[config.mk]
export PLATFORM = sky130hd
export DESIGN_NAME = muldiv_unit
export DESIGN_NICKNAME = d
export VERILOG_FILES = /design/src/rtl/muldiv_unit.sv
export SDC_FILE = /design/constraint.sdc
export NUM_CORES = 1
export LEC_CHECK = 0
export CAP_MARGIN = 20
export CORE_MARGIN = 1.5
export CORE_UTILIZATION = 50
export DETAILED_ROUTE_END_ITERATION = 8
export PLACE_DENSITY = 0.69
export SLEW_MARGIN = 20
export SYNTH_ARGS = -nofsm -noshare
export SYNTH_HDL_FRONTEND = slang
export SYNTH_SLANG_ARGS = --single-unit
[constraint.sdc]
create_clock -name clk -period 10.3 [get_ports clk]
set_input_delay 2.06 -clock clk [delete_from_list [all_inputs] [get_ports clk]]
set_output_delay 2.06 -clock clk [all_outputs]
set_load 0.005 [all_outputs]
[src/rtl/muldiv_unit.sv]
// Iterative RV32M multiply/divide unit.
// Radix-2 shift-add multiply and restoring divide, one bit per cycle, with a
// start/done handshake and one operation in flight at a time.
// Optional build macro MULDIV_FAST_MUL_EN: multiplies use a single-cycle wide
// multiplier and go straight from accept to DONE; divide is unaffected.

module muldiv_unit #(
  parameter int unsigned XLEN = 32
) (
  input  logic            clk,
  input  logic            rst_n,
  input  logic            start,
  input  logic [2:0]      funct3,
  input  logic [XLEN-1:0] op_a,
  input  logic [XLEN-1:0] op_b,
  output logic            busy,
  output logic            done,
  output logic [XLEN-1:0] result
);

  localparam int unsigned     CntW    = $clog2(XLEN);
  localparam logic [CntW-1:0] CntLast = CntW'(XLEN - 1);
  localparam logic [XLEN-1:0] MinInt  = {1'b1, {(XLEN - 1){1'b0}}};

  typedef enum logic [1:0] {StIdle, StCalc, StFix, StDone} state_e;

  state_e              state_q, state_d;
  logic [CntW-1:0]     cnt_q, cnt_d;
  logic [2:0]          op_q, op_d;
  logic                neg_q, neg_d;
  logic [2*XLEN-1:0]   prod_q, prod_d;    // {accumulator, multiplier} shift register
  logic [XLEN-1:0]     mcand_q, mcand_d;
  logic [XLEN:0]       rem_q, rem_d;
  logic [XLEN-1:0]     quo_q, quo_d;      // dividend shifts out as quotient shifts in
  logic [XLEN-1:0]     dvsr_q, dvsr_d;
  logic [XLEN-1:0]     result_q, result_d;
  logic                busy_q, busy_d;
  logic                done_q, done_d;

  logic                in_div, a_signed, b_signed, sign_a, sign_b;
  logic                in_neg, div_zero, div_ovf, in_special, in_fast;
  logic [XLEN-1:0]     mag_a, mag_b, special_res;
  logic [2*XLEN-1:0]   fast_prod;
  logic [XLEN-1:0]     fast_res;

  logic [XLEN:0]       mul_sum;
  logic [XLEN+1:0]     div_shift, div_diff;
  logic                div_ge;
  logic [2*XLEN-1:0]   mul_full;
  logic [XLEN-1:0]     div_val;

  // Decode the incoming request: operand signedness, magnitudes, negate flag, special cases
  always_comb begin
    in_div   = funct3[2];
    a_signed = in_div ? ~funct3[0] : ((funct3[1:0] == 2'b01) || (funct3[1:0] == 2'b10));
    b_signed = in_div ? ~funct3[0] : (funct3[1:0] == 2'b01);
    sign_a   = a_signed & op_a[XLEN-1];
    sign_b   = b_signed & op_b[XLEN-1];
    mag_a    = sign_a ? -op_a : op_a;
    mag_b    = sign_b ? -op_b : op_b;
    // Remainder takes the dividend's sign; everything else the XOR of both signs
    in_neg   = (in_div && funct3[1]) ? sign_a : (sign_a ^ sign_b);
    div_zero = in_div && (op_b == '0);
    div_ovf  = in_div && !funct3[0] && (op_a == MinInt) && (op_b == '1);
    in_special = div_zero || div_ovf;
    if (div_zero) begin
      special_res = funct3[1] ? op_a : '1;
    end else begin
      special_res = funct3[1] ? '0 : MinInt;
    end
  end

`ifdef MULDIV_FAST_MUL_EN
  // Single-cycle full-width product, resolved entirely at accept
  always_comb begin
    fast_prod = {{XLEN{1'b0}}, mag_a} * {{XLEN{1'b0}}, mag_b};
    fast_res  = (funct3[1:0] == 2'b00) ? fast_prod[XLEN-1:0]
              : (in_neg ? -fast_prod : fast_prod) >> XLEN;
    in_fast   = ~funct3[2];
  end
`else
  // Multiplies take the iterative path
  always_comb begin
    fast_prod = '0;
    fast_res  = '0;
    in_fast   = 1'b0;
  end
`endif

  // One iteration of shift-add multiply and restoring divide, plus final fix-up values
  always_comb begin
    mul_sum   = {1'b0, prod_q[2*XLEN-1:XLEN]} + (prod_q[0] ? {1'b0, mcand_q} : '0);
    div_shift = {rem_q, quo_q[XLEN-1]};
    div_diff  = div_shift - {2'b00, dvsr_q};
    div_ge    = ~div_diff[XLEN+1];
    mul_full  = neg_q ? -prod_q : prod_q;
    div_val   = op_q[1] ? rem_q[XLEN-1:0] : quo_q;
  end

  // Next-state logic for the FSM, datapath and registered outputs
  always_comb begin
    state_d  = state_q;
    cnt_d    = cnt_q;
    op_d     = op_q;
    neg_d    = neg_q;
    prod_d   = prod_q;
    mcand_d  = mcand_q;
    rem_d    = rem_q;
    quo_d    = quo_q;
    dvsr_d   = dvsr_q;
    result_d = result_q;

    unique case (state_q)
      StIdle, StDone: begin
        state_d = StIdle;
        if (start) begin
          op_d    = funct3;
          neg_d   = in_neg;
          cnt_d   = '0;
          mcand_d = mag_a;
          prod_d  = in_fast ? fast_prod : {{XLEN{1'b0}}, mag_b};
          rem_d   = '0;
          quo_d   = mag_a;
          dvsr_d  = mag_b;
          if (in_special) begin
            state_d  = StDone;
            result_d = special_res;
          end else if (in_fast) begin
            state_d  = StDone;
            result_d = fast_res;
          end else begin
            state_d = StCalc;
          end
        end
      end
      StCalc: begin
        cnt_d = cnt_q + CntW'(1);
        if (op_q[2]) begin
          rem_d = div_ge ? div_diff[XLEN:0] : div_shift[XLEN:0];
          quo_d = {quo_q[XLEN-2:0], div_ge};
        end else begin
          prod_d = {mul_sum, prod_q[XLEN-1:1]};
        end
        if (cnt_q == CntLast) begin
          state_d = StFix;
        end
      end
      StFix: begin
        state_d = StDone;
        if (op_q[2]) begin
          result_d = neg_q ? -div_val : div_val;
        end else if (op_q[1:0] == 2'b00) begin
          result_d = mul_full[XLEN-1:0];
        end else begin
          result_d = mul_full[2*XLEN-1:XLEN];
        end
      end
      default: state_d = StIdle;
    endcase

    busy_d = (state_d == StCalc) || (state_d == StFix);
    done_d = (state_d == StDone);
  end

  // State and datapath registers, cleared asynchronously
  always_ff @(posedge clk or negedge rst_n) begin
    if (!rst_n) begin
      state_q  <= StIdle;
      cnt_q    <= '0;
      op_q     <= '0;
      neg_q    <= 1'b0;
      prod_q   <= '0;
      mcand_q  <= '0;
      rem_q    <= '0;
      quo_q    <= '0;
      dvsr_q   <= '0;
      result_q <= '0;
      busy_q   <= 1'b0;
      done_q   <= 1'b0;
    end else begin
      state_q  <= state_d;
      cnt_q    <= cnt_d;
      op_q     <= op_d;
      neg_q    <= neg_d;
      prod_q   <= prod_d;
      mcand_q  <= mcand_d;
      rem_q    <= rem_d;
      quo_q    <= quo_d;
      dvsr_q   <= dvsr_d;
      result_q <= result_d;
      busy_q   <= busy_d;
      done_q   <= done_d;
    end
  end

  assign busy   = busy_q;
  assign done   = done_q;
  assign result = result_q;

endmodule

## Word level (Yosys, flattened, before mapping)

Index checks and enable logic that the tools add are counted.

- $add $sub $neg: 7
- Multipliers: 0
- Divide/modulo/power cells: 0
- Magnitude comparators: 0
- Equality and inequality tests: 15
- Shift-type cells: 0
- Mux-type cells: 33
- Bitwise gates (word level): 5
- Reductions and logical operators: 20

Operator list:

| operator | count |
|---|---|
| $mux W32 | 14 |
| $mux W64 | 3 |
| $pmux W32 S2 | 2 |
| $pmux W64 S2 | 1 |
| $mux W33 | 3 |
| $neg A32 Y32 | 3 |
| $pmux W33 S2 | 1 |
| $eq A32 B32 Y1 const B | 2 |
| $neg A64 Y64 | 1 |
| $sub A34 B32 Y34 | 1 |
| $add A32 B32 Y33 | 1 |
| $logic_not A32 Y1 | 1 |
| $eq A2 B2 Y1 const B | 5 |
| $pmux W5 S2 | 1 |
| $reduce_and A3 Y1 | 3 |
| $ne A2 B2 Y1 const B | 4 |
| $eq A2 B1 Y1 const B | 3 |
| $mux W2 | 3 |
| $pmux W2 S3 | 1 |
| $add A5 B1 Y5 const B | 1 |
| $eq A5 B5 Y1 const B | 1 |
| $logic_and A1 B1 Y1 | 5 |
| $mux W5 | 1 |
| $logic_not A2 Y1 | 2 |
| 9 further kinds | 17 |

- Bits in registers: 238
- Bits in latches: 0
- Memory bits (writable): 0
- ROM bits: 0
- Input port bits: 70
- Output and inout port bits: 34
- Memories kept: 0

## Logic depth before layout (Yosys ltp)

- Depth after elaboration: 10
- Depth in mapped cells: 16
- Gate-level depth less buffers: 13

## Worst setup path before layout

No wires, ideal clock.

- Path type: in2reg
- From: in op_b[9]
- To: reg result_q[17], in the netlist result[17]
- Library setup time: 88 ps
- Data arrival time: 4,258 ps
- Data required time: 10,212 ps
- Slack: 5,953 ps
- Stages on the path: 9
- Buffers on the path: 2
- Cell sequence: or4_1 -> nor4_1 -> and3_1 -> and4_1 -> and2_1 -> buf_2 -> clkbuf_1 -> o21ai_0 -> a41oi_1

- Cells in the longest elaborated chain, start to end: 6

Ends and longest elaborated chain:

| item | line | text |
|---|---|---|
| from (decl) | 15 | `input logic [XLEN-1:0] op_b,` |
| $logic_not A32 Y1 | 63 | `div_zero = in_div && (op_b == '0);` |
| $logic_and A1 B1 Y1 | 63 |  |
| $mux W32 | 66 | `if (div_zero) begin` |
| $mux W32 | 125 | `if (in_special) begin` |
| $mux W32 | 116 | `if (start) begin` |
| $pmux W32 S2 | 113 | `unique case (state_q)` |
| to (signal assigned) | 190 | `result_q <= result_d;` |
| to (decl) | 36 | `logic [XLEN-1:0] result_q, result_d;` |

Several ways; a longest one is shown, not always the timed one. The select of a mux whose other input is x is not followed.
A chain may end at the register's enable or synchronous reset.

## Worst setup path after layout

- From: in op_b[7]
- To: reg result_q[29], in the netlist result[29]

The elaborated chain is that of the path after synthesis.

==> out/metrics.csv <==
stage,metric,value,unit
routing,Final ANT Viol Nets,0,
run_status,status,completed,
clock_network,clock sinks,238,
sta,Final min period,5580,ps
synth,Post-Syn Nets,2401,
floorplanning,row count,69,
synth,Syn Inst Count,2254,
sta,final hold vios,0,
sta,setup slack after layout,4720,ps
global_routing,largest net degree at the start of global routing,170,
final_layout,n_diodes,0,
synth,"FF+latch count, synth",238,
clock_network,PostCTS Resize Cnt,0,
clock_network,"Clk pin slew, worst setup/hold paths",60,ps
floorplanning,die height,193,um
placement,IO Port Bufs,103,
synth,Post-synth ARST share,1.00,
sta,unrepaired setup endpoints after global routing,no,
sta,Max Transition Viols Final,0,
hold_path,worst hold path type,reg -> reg,
synth,register area share after synthesis,0.330,
floorplanning,Initial Util,0.508,
sta,Setup TNS,0,ps
placement,Placer Congestion,0.952,
clock_network,cts hold-fix bufs,0,
clock_network,H-tree Lvls,1,
power_and_ir_drop,Lkg Pwr,8.50,nW
synth,Synth Area in Compound Gates,0.250,
synth,largest family of logic cells by synthesized area,compound AO/OA/AOI/OAI gates,
clock_network,worst skew pair latency,580,ps
clock_network,CTS Buffer Depth,3,
synth,Synth Area in Simple Gates,0.199,
sta,Least-Margin Pin Slew,1070,ps
synth,syn avg cell area,8.01,um2
power_and_ir_drop,total power,5.78,mW
critical_path,Crit. End Element,flop,
critical_path,Critical Setup Path Class,in -> reg,
clock_network,Post-CTS Setup Repair Bufs,0,
synth,Post-synth EDFFs,0,
final_layout,Layout Nets,2421,
clock_network,CTS buffer count,28,
sta,# setup viols final,0,
global_routing,GR Util All Layers,0.345,
synth,Syn Std Cell Area,18100,um2
critical_path,CP arrival,6040,ps
final_layout,share of layout cells above drive strength 1,0.0463,
clock_network,CTS tree,built,
final_layout,Synth-to-Final Area Change,12.3,%
power_and_ir_drop,VDD IR max,217,uV
routing,vias per std cell,6.37,
sta,Fmax,179,MHz
floorplanning,Ports,104,
global_routing,grt total ovfl,0,
global_routing,first-pass GRT wire length,96700,um
sta,Tcrit/Tclk final,0.542,
placement,pre-CTS setup slack,4210,ps
routing,DRC,0,
synth,predominant post-synthesis flop cell,dfrtp_1,
critical_path,CP Data Required Time,10760,ps
routing,DR pass1 iterations,6,
floorplanning,DIE AREA,37300,um2
final_layout,most frequent cells in the layout,"nand2_1, o21ai_0, dfrtp_1, nor2_1, a21oi_1",
routing,DR WL/cell,23.5,um
floorplanning,DIE WIDTH,193,um
global_routing,vias in the first global route,15916,
sta,worst rel slew slack,0.287,
critical_path,startpoint types,input pin,
synth,yosys warns,0,
sta,Hold Worst Slack,476,ps
synth,post-synthesis mux area share,0.0302,
clock_network,CTS root buf,clkbuf_16,
routing,Detailed Route WL,64700,um
run,total of max-cap violations,0,
routing,routed vias,17526,
critical_path,Max Fanout on Critical Path,63,
final_layout,"most common cell after layout, fill and taps aside",nand2_1,
floorplanning,Core Box Area,35600,um2
placement,hpwl dp,48600,um
synth,Post-Synth Adder-Cell Area,0.0542,
power_and_ir_drop,Power Dens Cells,285,nW/um2
global_routing,initial antenna violation count,0,
routing,detailed router's first-iteration violation count,1906,
synth,post-synthesis xor/xnor area fraction,0.0951,
sta,Setup Skew,19.0,ps
synth,post-synth cell types,73,
[kinds of logic after synthesis]
family / after synthesis
buf+inv: 196
fa+ha+maj: 77
simple gates: 772
compound gates: 722
mux: 53
flops: 238
xor+xnor: 196
[through the flow]
stage / area (um2) / util / std cells
after floorplan: 18100 / - / 2254
after global placement: 19300 / 0.544 / 2705
after detailed placement: 19300 / 0.544 / 2705
after CTS: 20300 / 0.570 / 2752
after global routing: 20300 / 0.570 / 2752
final: 20300 / 0.570 / 2752
[path summary, 6_finish.rpt]
path / from / end / slack [ps] / cells past startpoint
setup / recovery: op_b[7] / result[29] / 4720 / 10
hold / removal: mcand_q[18] / mcand_q[18] / 480 / 2
setup reg to reg: op_q[1] / result[24] / 5840 / 11
hold reg to reg: mcand_q[18] / mcand_q[18] / 480 / 2
max in group asynchronous: rst_n / op_q[1] / 7380 / 2
min in group asynchronous: rst_n / prod_q[49] / 1430 / 1
[state kept, by name (all words and copies together), names as in the netlist]
register and cells:
busy 1, cnt_q 5, done 1, dvsr_q 32, mcand_q 32, neg_q 1, op_q 3, prod_q 64
quo_q 32, rem_q 33, result 32, state_q 2
[Yosys cell counts, types with 41 or more instances]
cell,instances,area share
nand2_1,306,0.064
o21ai_0,266,0.074
dfrtp_1,238,0.33
nor2_1,180,0.037
a21oi_1,169,0.047
xnor2_1,107,0.052
clkbuf_1,101,0.021
xor2_1,89,0.043
ha_1,75,0.052
inv_1,65,0.014
nand3_1,46,0.013
nor3_1,44,0.012
mux2i_1,41,0.023
[critical path, stage by stage]
cell and delay (ps):
clkdlybuf4s50_1 590, or4_1 600, nor4_1 490, and3_1 440, and4_1 370, o21ai_0 290, o21ai_4 140, buf_4 530
o21ai_0 180, o32a_1 320
[per-layer routing]
layer | part of all wire | vias up | GRT usage | wire (um)
met5 | 0 | - | 0 | 0
met4 | 0.057 | 0 | 0.181 | 3690
met3 | 0.081 | 137 | 0.0340 | 5260
met2 | 0.44 | 812 | 0.543 | 28500
met1 | 0.42 | 8391 | 0.472 | 27200
li1 | - | 8186 | - | -
[where the power goes]
part | total (mW) | switching, mW | internal [mW]
Clock | 1.04 | 0.421 | 0.618
Combinational | 3.02 | 1.93 | 1.09
Sequential | 1.72 | 0.470 | 1.25
[layout make-up]
type,count,area [um2]
inverter,67,251
sequential,238,5960
clock inverter,10,130
clock buffer,37,806
fill,3342,15300
multi-input combinational,1820,11400
timing repair buffer,119,1170
tap,461,577
Power figures use the tool's default switching activity.
